`src/rtl/axi_light_arbiter.sv`:
```
// N-master to 1-slave AXI-Light arbiter with round-robin grant.
// One transaction (read or write) is in flight at a time. The granted master's
// channels are muxed through to the slave purely from registered state/grant,
// so no combinational path runs from a master's valid to its ready through
// the arbitration logic.
module axi_light_arbiter #(
  parameter int NUM_MASTERS     = 2,
  parameter int AXI_ADDR_WIDTH  = 32,
  parameter int AXI_DATA_WIDTH  = 32,
  parameter int AXI_WSTRB_WIDTH = 4
) (
  input  logic                                   i_clk,
  input  logic                                   i_resetn,
  // master side (master i occupies slice [i*W +: W])
  input  logic [NUM_MASTERS-1:0]                 i_m_awvalid,
  output logic [NUM_MASTERS-1:0]                 o_m_awready,
  input  logic [NUM_MASTERS*AXI_ADDR_WIDTH-1:0]  i_m_awaddr,
  input  logic [NUM_MASTERS*3-1:0]               i_m_awprot,
  input  logic [NUM_MASTERS-1:0]                 i_m_wvalid,
  output logic [NUM_MASTERS-1:0]                 o_m_wready,
  input  logic [NUM_MASTERS*AXI_DATA_WIDTH-1:0]  i_m_wdata,
  input  logic [NUM_MASTERS*AXI_WSTRB_WIDTH-1:0] i_m_wstrb,
  output logic [NUM_MASTERS-1:0]                 o_m_bvalid,
  input  logic [NUM_MASTERS-1:0]                 i_m_bready,
  output logic [NUM_MASTERS*2-1:0]               o_m_bresp,
  input  logic [NUM_MASTERS-1:0]                 i_m_arvalid,
  output logic [NUM_MASTERS-1:0]                 o_m_arready,
  input  logic [NUM_MASTERS*AXI_ADDR_WIDTH-1:0]  i_m_araddr,
  input  logic [NUM_MASTERS*3-1:0]               i_m_arprot,
  output logic [NUM_MASTERS-1:0]                 o_m_rvalid,
  input  logic [NUM_MASTERS-1:0]                 i_m_rready,
  output logic [NUM_MASTERS*AXI_DATA_WIDTH-1:0]  o_m_rdata,
  output logic [NUM_MASTERS*2-1:0]               o_m_rresp,
  // slave side
  output logic                                   o_s_awvalid,
  input  logic                                   i_s_awready,
  output logic [AXI_ADDR_WIDTH-1:0]              o_s_awaddr,
  output logic [2:0]                             o_s_awprot,
  output logic                                   o_s_wvalid,
  input  logic                                   i_s_wready,
  output logic [AXI_DATA_WIDTH-1:0]              o_s_wdata,
  output logic [AXI_WSTRB_WIDTH-1:0]             o_s_wstrb,
  input  logic                                   i_s_bvalid,
  output logic                                   o_s_bready,
  input  logic [1:0]                             i_s_bresp,
  output logic                                   o_s_arvalid,
  input  logic                                   i_s_arready,
  output logic [AXI_ADDR_WIDTH-1:0]              o_s_araddr,
  output logic [2:0]                             o_s_arprot,
  input  logic                                   i_s_rvalid,
  output logic                                   o_s_rready,
  input  logic [AXI_DATA_WIDTH-1:0]              i_s_rdata,
  input  logic [1:0]                             i_s_rresp,
  // status
  output logic [$clog2(NUM_MASTERS)-1:0]         o_grant_id,
  output logic                                   o_busy
);

  localparam int GW = $clog2(NUM_MASTERS);

  typedef enum logic [2:0] {S_IDLE, S_WREQ, S_WRESP, S_RREQ, S_RRESP} state_t;

  state_t        r_state;
  state_t        w_state_next;
  logic [GW-1:0] r_rr;
  logic [GW-1:0] r_grant;
  logic          r_busy;
  logic          r_aw_done;
  logic          r_w_done;

  logic [GW-1:0] w_pick;
  logic [GW-1:0] w_cand;
  logic          w_any_req;
  logic          w_pick_wr;
  logic          w_aw_hs;
  logic          w_w_hs;
  logic          w_b_hs;
  logic          w_ar_hs;
  logic          w_r_hs;
  logic          w_wr_both;

  // Round-robin scan from r_rr; scanning backwards lets the nearest requester win.
  always_comb begin
    w_any_req = 1'b0;
    w_pick    = '0;
    w_cand    = '0;
    for (int k = NUM_MASTERS - 1; k >= 0; k--) begin
      w_cand = GW'((int'(r_rr) + k) % NUM_MASTERS);
      if (i_m_awvalid[w_cand] | i_m_arvalid[w_cand]) begin
        w_any_req = 1'b1;
        w_pick    = w_cand;
      end
    end
    w_pick_wr = i_m_awvalid[w_pick];
  end

  assign w_aw_hs   = o_s_awvalid & i_s_awready;
  assign w_w_hs    = o_s_wvalid & i_s_wready;
  assign w_b_hs    = i_s_bvalid & o_s_bready;
  assign w_ar_hs   = o_s_arvalid & i_s_arready;
  assign w_r_hs    = i_s_rvalid & o_s_rready;
  assign w_wr_both = (r_aw_done | w_aw_hs) & (r_w_done | w_w_hs);

  // State register.
  always_ff @(posedge i_clk) begin
    if (!i_resetn) begin
      r_state <= S_IDLE;
    end else begin
      r_state <= w_state_next;
    end
  end

  // Next-state logic; write wins over read for a master asserting both.
  always_comb begin
    w_state_next = r_state;
    case (r_state)
      S_IDLE:  if (w_any_req) w_state_next = w_pick_wr ? S_WREQ : S_RREQ;
      S_WREQ:  if (w_wr_both) w_state_next = S_WRESP;
      S_WRESP: if (w_b_hs)    w_state_next = S_IDLE;
      S_RREQ:  if (w_ar_hs)   w_state_next = S_RRESP;
      S_RRESP: if (w_r_hs)    w_state_next = S_IDLE;
      default: w_state_next = S_IDLE;
    endcase
  end

  // Grant, rr pointer, busy flag and per-channel completion flags.
  always_ff @(posedge i_clk) begin
    if (!i_resetn) begin
      r_rr      <= '0;
      r_grant   <= '0;
      r_busy    <= 1'b0;
      r_aw_done <= 1'b0;
      r_w_done  <= 1'b0;
    end else begin
      case (r_state)
        S_IDLE: begin
          if (w_any_req) begin
            r_grant <= w_pick;
            r_busy  <= 1'b1;
            r_rr    <= (w_pick == GW'(NUM_MASTERS - 1)) ? '0 : w_pick + 1'b1;
          end
        end
        S_WREQ: begin
          if (w_wr_both) begin
            r_aw_done <= 1'b0;
            r_w_done  <= 1'b0;
          end else begin
            if (w_aw_hs) r_aw_done <= 1'b1;
            if (w_w_hs)  r_w_done  <= 1'b1;
          end
        end
        S_WRESP: if (w_b_hs) r_busy <= 1'b0;
        S_RRESP: if (w_r_hs) r_busy <= 1'b0;
        default: ;
      endcase
    end
  end

  // Channel muxing driven only by registered state and grant.
  always_comb begin
    o_m_awready = '0;
    o_m_wready  = '0;
    o_m_bvalid  = '0;
    o_m_bresp   = '0;
    o_m_arready = '0;
    o_m_rvalid  = '0;
    o_m_rdata   = '0;
    o_m_rresp   = '0;
    o_s_awvalid = 1'b0;
    o_s_awaddr  = '0;
    o_s_awprot  = '0;
    o_s_wvalid  = 1'b0;
    o_s_wdata   = '0;
    o_s_wstrb   = '0;
    o_s_bready  = 1'b0;
    o_s_arvalid = 1'b0;
    o_s_araddr  = '0;
    o_s_arprot  = '0;
    o_s_rready  = 1'b0;
    case (r_state)
      S_WREQ: begin
        o_s_awvalid          = i_m_awvalid[r_grant] & ~r_aw_done;
        o_s_wvalid           = i_m_wvalid[r_grant] & ~r_w_done;
        o_s_awaddr           = i_m_awaddr[r_grant*AXI_ADDR_WIDTH +: AXI_ADDR_WIDTH];
        o_s_awprot           = i_m_awprot[r_grant*3 +: 3];
        o_s_wdata            = i_m_wdata[r_grant*AXI_DATA_WIDTH +: AXI_DATA_WIDTH];
        o_s_wstrb            = i_m_wstrb[r_grant*AXI_WSTRB_WIDTH +: AXI_WSTRB_WIDTH];
        o_m_awready[r_grant] = i_s_awready & ~r_aw_done;
        o_m_wready[r_grant]  = i_s_wready & ~r_w_done;
      end
      S_WRESP: begin
        o_s_bready                = i_m_bready[r_grant];
        o_m_bvalid[r_grant]       = i_s_bvalid;
        o_m_bresp[r_grant*2 +: 2] = i_s_bresp;
      end
      S_RREQ: begin
        o_s_arvalid          = i_m_arvalid[r_grant];
        o_s_araddr           = i_m_araddr[r_grant*AXI_ADDR_WIDTH +: AXI_ADDR_WIDTH];
        o_s_arprot           = i_m_arprot[r_grant*3 +: 3];
        o_m_arready[r_grant] = i_s_arready;
      end
      S_RRESP: begin
        o_s_rready                                          = i_m_rready[r_grant];
        o_m_rvalid[r_grant]                                 = i_s_rvalid;
        o_m_rdata[r_grant*AXI_DATA_WIDTH +: AXI_DATA_WIDTH] = i_s_rdata;
        o_m_rresp[r_grant*2 +: 2]                           = i_s_rresp;
      end
      default: ;
    endcase
  end

  assign o_grant_id = r_grant;
  assign o_busy     = r_busy;

endmodule

```
`config.mk`:
```
export PLATFORM = sky130hd
export DESIGN_NAME = axi_light_arbiter
export DESIGN_NICKNAME = d
export VERILOG_FILES = /design/src/rtl/axi_light_arbiter.sv
export SDC_FILE = /design/constraint.sdc
export NUM_CORES = 1
export LEC_CHECK = 0
export ABC_AREA = 1
export BUFFER_PORTS_ARGS = -buffer_cell sky130_fd_sc_hd__buf_2
export CAP_MARGIN = 0
export CELL_PAD_IN_SITES_DETAIL_PLACEMENT = 1
export CELL_PAD_IN_SITES_GLOBAL_PLACEMENT = 1
export CORE_AREA = 3 3 179 181
export CTS_CLUSTER_DIAMETER = 120
export DETAILED_ROUTE_END_ITERATION = 12
export DIE_AREA = 0 0 182 184
export GPL_ROUTABILITY_DRIVEN = 0
export PLACE_DENSITY_LB_ADDON = 0.1
export SLEW_MARGIN = 25
export SYNTH_ARGS = -nofsm -noshare
export SYNTH_HDL_FRONTEND = slang
export SYNTH_SLANG_ARGS = --single-unit
```
`constraint.sdc`:
```
create_clock -name i_clk -period 1.15 [get_ports i_clk]
set_input_delay 0.115 -clock i_clk [delete_from_list [all_inputs] [get_ports i_clk]]
set_output_delay 0.115 -clock i_clk [all_outputs]
set_load 0.005 [all_outputs]
```
Word level (Yosys, flattened, before mapping). Cells that the tools add are included.

Input port bits: 265. Bits in registers: 8.

$lt $le $gt $ge: 5. Equal/unequal tests: 9. Reduce and logical (&&, ||, !) cells: 10. Bitwise operators: 24. $add $sub $neg: 4. Multiply operators: 1. Shifts and indexed selects: 11. Mux-type cells: 61.

Operators by type and width (count): 64-bit by 7-bit indexed part select with 32-bit output (3); 32-bit two-way mux (3); 2-bit by 34-bit indexed part select with 4-bit output (2); 64-bit AND (1); 64-bit two-way mux (1); 32-bit by 34-bit variable shift with 64-bit output (first input constant) (1); 32-bit by 34-bit indexed part select with 64-bit output (1); 1-bit two-way mux (38); 2-bit negator with 34-bit output (1); 6-bit negator with 34-bit output (1); 2-bit by 34-bit variable shift with 4-bit output (first input constant) (1); 3-bit two-way mux (7); 3-bit one-hot mux with 5 select lines (1); 2-bit two-way mux (6); 4-bit two-way mux (3); 6-bit by 4-bit indexed part select with 3-bit output (2); 1-bit AND (10); 2-bit AND (5); 2-bit inequality test (second input constant) (5); 4-bit AND (2); 1-bit by 2-bit < comparator with 1-bit output (second input constant) (4); 8-bit by 4-bit indexed part select with 4-bit output (1); 3-bit by 2-bit equality test with 1-bit output (second input constant) (2); 2-bit AND reduction (3); 15 further kinds (21).

Depth between registers and ports, before layout. Gate-level depths: netlist of run 1.

Word-level depth: 11. Depth in mapped cells: 10.

Least setup slack after synthesis of run 1. Ideal clock, no wire load.

Path kind: register -> output. Start point: register r_grant (netlist: o_grant_id). End point: output o_m_rdata[33]. Data arrival time: 1134 ps. Path slack: -99 ps. Cell stages (with the launch flop): 6. Data required time: 1035 ps. Path through: dfxtp_1 buf_4 buf_2 nand2_1 buf_2 nor2_1.

Longest elaborated chain between the ends: 4. Elaborated cells between the ends (all ways): 5. Those cells by class: 1 x add/sub; 2 x shift; 1 x mux; 1 x bitwise.

Ends and longest elaborated chain: start: declaration (line 66) `logic [GW-1:0] r_grant;`; start signal: assignment (line 138) `r_grant <= w_pick;`; 6-bit negator with 34-bit output (*) (line 205) `o_m_rdata[r_grant*AXI_DATA_WIDTH +: AXI_DATA_WIDTH] = i_s_rdata;`; 32-bit by 34-bit indexed part select with 64-bit output or 32-bit by 34-bit variable shift with 64-bit output (tied branches) (line 205); 64-bit AND (no source line) (*); 64-bit two-way mux (*) (line 180) `case (r_state)`; end: declaration (line 32) `output logic [NUM_MASTERS*AXI_DATA_WIDTH-1:0] o_m_rdata,`.

Every way passes the cells marked *; elsewhere a longest branch is shown, timed or not.

Final worst setup path of run 1.
Start point: register r_grant (netlist: o_grant_id). End point: output o_s_wdata[13].

Longest elaborated chain between the ends: 2.

Ends and longest elaborated chain: 64-bit by 7-bit indexed part select with 32-bit output (line 186) `o_s_wdata = i_m_wdata[r_grant*AXI_DATA_WIDTH +: AXI_DATA_WIDTH];`; 32-bit two-way mux (line 180); end: declaration (line 41) `output logic [AXI_DATA_WIDTH-1:0] o_s_wdata,`.

No other way between the ends.

==> qor.txt, run 1 <==
Status -> finished, violations left
Failing checks -> setup timing
Post-synth top area cell -> nand2_1
Initial antenna violation count -> 4
CP Data Required Time -> 1.03 ns
DRC errors left -> 0
Num ports -> 460
Router iterations before antenna repair -> 4
Via/cell ratio -> 3.79
PwrDens -> 1380 nW/um^2
Clk sinks -> 8
PortBufs -> 459
Final Slew Violations -> 0
Clock Pin Slew Worst Setup and Hold Paths -> 0.04 ns
Synth top area cells -> nand2_1, a21oi_1, inv_1, nor2_1, dfxtp_1
Post-Synthesis Cells -> 654
Worst setup path class -> register to output pin
Clock period minus worst slack -> 1.60 ns
Clock root cell -> clkbuf_16
Clk_skew -> 0.000928 ns
Share of the synthesized area in the top cell type -> 43.4%
Register area -> 170 sq um
Area of the multi-input gates -> 2770 sq um
Crit path DAT -> 1.49 ns
CTS Buf Count -> 3
Synth Warn # -> 0
Peak VDD IR -> 548 uV
Die Y -> 184 um
Fmax achieved -> 624 MHz
FF+latch count, synth -> 8
Post-Syn Area -> 2790 sq um
Most common cell in the netlist -> nand2_1
Unique masters post-synth -> 25
First-pass GRT wire length -> 35.9 mm
Clock Latency Late Sink -> 0.23 ns
Met3 WL post-DR -> 1.97 mm
Max-Cap Viols -> 0
GRT Total Usage -> 13.7%
DRT iter0 DRCs -> 149
Highest routed layer -> met5
Dpl hpwl -> 21.1 mm
Die X -> 182 um
Remaining Overflow, GRT -> 0
Top FF cell, synth -> dfxtp_1
Layout cell share with drive strength beyond 1 -> 63.2%
NumNets Final -> 1436
Sequential fraction of the synthesis area -> 5.74%
Setup ws final -> -0.453 ns
Hold slack -> 0.146 ns
CTS tree -> done
Fillers -> 3997
Vias after detailed routing -> 5937
Number of synthesized flops with an enable pin -> 0
Syn avg cell area -> 4.27 sq um
Leakage -> 4.82 nW
WL final -> 25.9 mm
CTS Buffer Depth -> 2
RSZ-0062 raised after global routing -> true
Critical Path Sink Type -> output pin
Final hold vios -> 0
Antenna-violating nets left -> 0
Worst Tran Pin Value -> 0.340 ns
Number of global-route vias before repair -> 6090
Post-Syn Nets -> 919
Slew HR -> 77.1%
Ys async rst share -> 0%
Core area -> 30600 sq um
Starting Density -> 9.13%
Pin count of the biggest net entering global routing -> 36
Total power after layout -> 10.4 mW
Routed len/inst -> 16.5 um
Routed met1 length -> 9.81 mm
Final Cycle Share -> 139%
Final setup viols -> 202
Layout area overhead -> 171%
CP Max Fanout -> 8
Worst Setup Start Kind -> register
H-tree depth -> 1
Row count -> 64
Die area -> 33500 sq um
Synth cell count leaders -> nand2_1, inv_1, nor2_1
Met2 wire len -> 13.7 mm
Worst hold-check path type -> primary input to register
[worst paths after layout]
check | cells after the start | slack, ns | startpoint | to
setup reg to reg | 13 | -0.32 | r_state[2]$_SDFFE_PN0P_ | r_state[0]$_SDFFE_PN0P_
setup / recovery | 6 | -0.45 | o_grant_id$_SDFFE_PN0P_ | o_s_wdata[13]
hold reg to reg | 2 | 0.48 | r_rr$_SDFFE_PN0P_ | r_rr$_SDFFE_PN0P_
hold / removal | 3 | 0.15 | i_resetn | r_aw_done$_SDFFE_PN0P_
[critical path, stage by stage (launching register included)]
cell and delay (ns):
dfxtp_4 0.43, buf_12 0.13, buf_12 0.15, buf_12 0.12, nand2_1 0.05, a21oi_1 0.22
buf_2 0.16
[through the flow]
stage	instances	setup WS [ns]	utilization (%)	setup TNS, ns	cell area, sq um
4_1_cts	1556	-0.447	22.5	-75.38	6870
3_5_place_dp	1529	-0.275	19.9	-34.69	6080
3_3_place_gp	1529	-0.276	19.9	-33.42	6080
5_1_grt	1567	-0.537	24.7	-91.93	7550
6_report	1568	-0.453	24.7	-73.25	7550
2_1_floorplan	654	-0.0503	-	-4.27	2850
[cell type report]
class                   instances  share of cell area (%)
repair buffers                554                    48.6
multi-input cells             512                    36.7
well taps                     396                    6.56
inverters                      92                    4.82
flip-flops and latches          8                    2.25
clock buffers                   4                    1.04
diodes                          2                  0.0663
[sequential cells by signal, indices dropped and copies added, names as in the netlist]
| register | count |
|---|---|
| r_state | 3 |
| o_busy | 1 |
| r_rr | 1 |
| r_aw_done | 1 |
| o_grant_id | 1 |
| r_w_done | 1 |
[cell families after synthesis]
| kind of cell | count (synthesis) | share of synthesized area (%) |
|---|---|---|
| buf+inv | 134 | 19.4 |
| flops | 8 | 5.74 |
| compound gates | 83 | 15.2 |
| simple gates | 429 | 59.7 |
[layer usage]
layer | vias to the layer above | track usage (%)
met5 | - | 0
met3 | 24 | 3.62
met4 | 4 | 2.93
li1 | 2976 | -
met1 | 2659 | 15.1
met2 | 274 | 26.4
[report_power, final]
part | internal (mW) | leakage [nW] | switching [mW] | total (mW)
Clock | 0.464 | 0.0382 | 0.160 | 0.625
Combinational | 4.60 | 4.71 | 4.70 | 9.29
Sequential | 0.383 | 0.0680 | 0.107 | 0.490
[repair_timing]
| action | 4_1_cts | 5_1_grt |
|---|---|---|
| hold buffers | 0 | 0 |
| gates resized for setup | 101 | 159 |
| setup endpoints to repair | 202 | 202 |
| gates cloned | 7 | 6 |
| buffers inserted | 18 | 7 |
| pin swaps | 10 | 42 |
[layout by cell type (no fill, tap or decap), types with 5 or more instances in the layout]
| cell type | Yosys | routed |
|---|---|---|
| nor2_2 | 4 | 8 |
| nor2_1 | 82 | 76 |
| nand2_1 | 323 | 230 |
| nor3_2 | 1 | 5 |
| inv_1 | 86 | 84 |
| buf_8 | 0 | 9 |
| nand2_2 | 1 | 64 |
| buf_12 | 0 | 27 |
| buf_6 | 0 | 12 |
| buf_4 | 1 | 44 |
| clkbuf_16 | 0 | 8 |
| buf_2 | 27 | 452 |
| a21oi_1 | 78 | 24 |
| nand2_4 | 0 | 30 |
| a21oi_2 | 1 | 54 |
| inv_2 | 5 | 5 |
(Power assumes the default switching activity.)
==> inputs of run 2 (changes only) <==
==> constraint.sdc (replaced) <==
create_clock -name i_clk -period 1.15 [get_ports i_clk]
set_input_delay 0.0575 -clock i_clk [delete_from_list [all_inputs] [get_ports i_clk]]
set_output_delay 0.0575 -clock i_clk [all_outputs]
set_load 0.005 [all_outputs]
==> run 2 against run 1 <==
Compared with the run above: the run still ends with setup timing left; flip-flop and latch count is the same; sequential power down 3%; clock power about the same; worst hold slack worse by 0.071 ns; die area unchanged; critical path depth increased by 1; global-route usage is 0.87 points lower; fmax grew 5.9%.
==> qor.txt, run 2 (same netlist as run 1, synthesis figures left out) <==
CTS tree -> done
Antenna-violating nets left -> 0
Routed len/inst -> 15.5 um
NumNets Final -> 1412
Vias after detailed routing -> 5807
Die area -> 33500 sq um
Sequential fraction of design power -> 5.5%
Router iterations before antenna repair -> 4
Internal power -> 4.44 mW
Peak VDD IR -> 506 uV
Core area -> 30600 sq um
Leading cell type in the layout, fill and taps excluded -> buf_2
Pin count of the biggest net entering global routing -> 36
Max reg flops -> 3
Layout area overhead -> 149%
Initial antenna violation count -> 3
R2R depth -> 11
Clk_skew -> 0.00568 ns
Total power after layout -> 8.71 mW
Worst hold-check path type -> primary input to register
Final Cycle Share -> 132%
RSZ-0062 raised after global routing -> true
Finished Cell Area -> 6960 sq um
Sw frac -> 49.0%
Crit path DAT -> 1.46 ns
Power share of the clock group -> 7.1%
Remaining Overflow, GRT -> 0
Clock period minus worst slack -> 1.51 ns
Final setup viols -> 202
Fmax achieved -> 661 MHz
Worst Tran Pin Value -> 0.440 ns
Num ports -> 460
Clock Pin Slew Worst Setup and Hold Paths -> 0.04 ns
Starting Density -> 9.13%
Clk sinks -> 8
Ant. Diodes -> 0
Via/cell ratio -> 3.77
Sum Neg Setup Slack -> -61.71 ns
Setup ws final -> -0.364 ns
Fin cells -> 1542
Commonest non-fill, non-tap cells in the layout -> buf_2, nand2_1, inv_1, a21oi_1, nor2_2
Final hold vios -> 0
Critical path cell sequence -> inv_4, buf_4, nand3_4, buf_6, buf_12, nor3_4, buf_2
CTS Buffer Depth -> 2
Largest Register -> r_state
Post-Place Worst Slack -> -0.257 ns
Row count -> 64
PortBufs -> 459
Slew HR -> 70.4%
Die X -> 182 um
Quantity of hold-fixing buffers added after cts -> 0
Leakage -> 4.50 nW
Cells on Worst Hold Path -> 3
WL final -> 24.0 mm
Clock root cell -> clkbuf_16
CP Max Fanout -> 4
PwrDens -> 1250 nW/um^2
Placement-stage cell area -> 5830 sq um
DRT iter0 DRCs -> 85
Dpl hpwl -> 18.6 mm
Number of global-route vias before repair -> 5904
Failing checks -> setup timing
Placed cell count -> 1511
Crit path largest cell delay -> 0.36 ns
Final Slew Violations -> 0
Clock Latency Late Sink -> 0.24 ns
H-tree depth -> 1
Worst Setup Start Kind -> register
Layout cell share with drive strength beyond 1 -> 56.1%
Critical Path Sink Type -> output pin
Max-Cap Viols -> 0
Worst setup path class -> register to output pin
DRC errors left -> 0
CP max stage cell -> dfxtp_4
Die Y -> 184 um
GRT Total Usage -> 12.9%
Status -> finished, violations left
P_sw -> 4.27 mW
CTS Buf Count -> 3
Logic pwr share -> 87.4%
First-pass GRT wire length -> 34.1 mm
CP Data Required Time -> 1.09 ns
[run 2: power groups by stage]
stage | Clock (mW) | Combinational [mW] | Sequential, mW
2_1_floorplan | 0 | 2.83 | 0.436
3_3_place_gp | 0 | 5.94 | 0.444
3_5_place_dp | 0 | 5.87 | 0.449
4_1_cts | 0.645 | 7.33 | 0.474
5_1_grt | 0.657 | 8.48 | 0.489
6_report | 0.622 | 7.61 | 0.475
[run 2: layout make-up]
| class | count | area (sq um) |
|---|---|---|
| clock buffer | 4 | 78.8 |
| tap | 396 | 495 |
| timing repair buffer | 530 | 3380 |
| inverter | 92 | 375 |
| fill | 4030 | 23600 |
| multi-input combinational | 512 | 2460 |
| sequential | 8 | 173 |
[run 2: final timing paths]
| path | from | end | slack [ns] |
|---|---|---|---|
| setup / recovery | r_state[2]$_SDFFE_PN0P_ | o_m_arready[0] | -0.36 |
| hold / removal | i_resetn | r_w_done$_SDFFE_PN0P_ | 0.08 |
| setup reg to reg | r_state[1]$_SDFFE_PN0P_ | r_state[1]$_SDFFE_PN0P_ | -0.30 |
| hold reg to reg | r_rr$_SDFFE_PN0P_ | r_rr$_SDFFE_PN0P_ | 0.48 |
[run 2: timing repair]
item                       CTS  global route
resized for setup           92            76
pin swaps                    3             6
cloned                      12             4
setup buffers                9             5
setup endpoints to repair  202           202
[run 2: routing by layer]
metal	track usage, %	vias up	wire [um]
met5	0	-	34
met4	1.77	6	172
met3	2.55	14	1710
met2	25.9	245	13100
met1	14.1	2613	9000
li1	-	2929	-
[run 2: worst max-delay path, delay by kind of cell (launching register included)]
kind | cells | cell delay (ns)
buffers and inverters | 5 | 0.63
and+or+nand+nor | 2 | 0.22
DFF | 1 | 0.36
[run 2: stage by stage]
stage | hold WS, ns | utilization [%]
3_3_place_gp | 0.321 | 19.0
6_report | 0.0754 | 22.8
2_1_floorplan | 0.181 | -
4_1_cts | 0.0752 | 21.5
5_1_grt | 0.0951 | 22.8
3_5_place_dp | 0.327 | 19.0
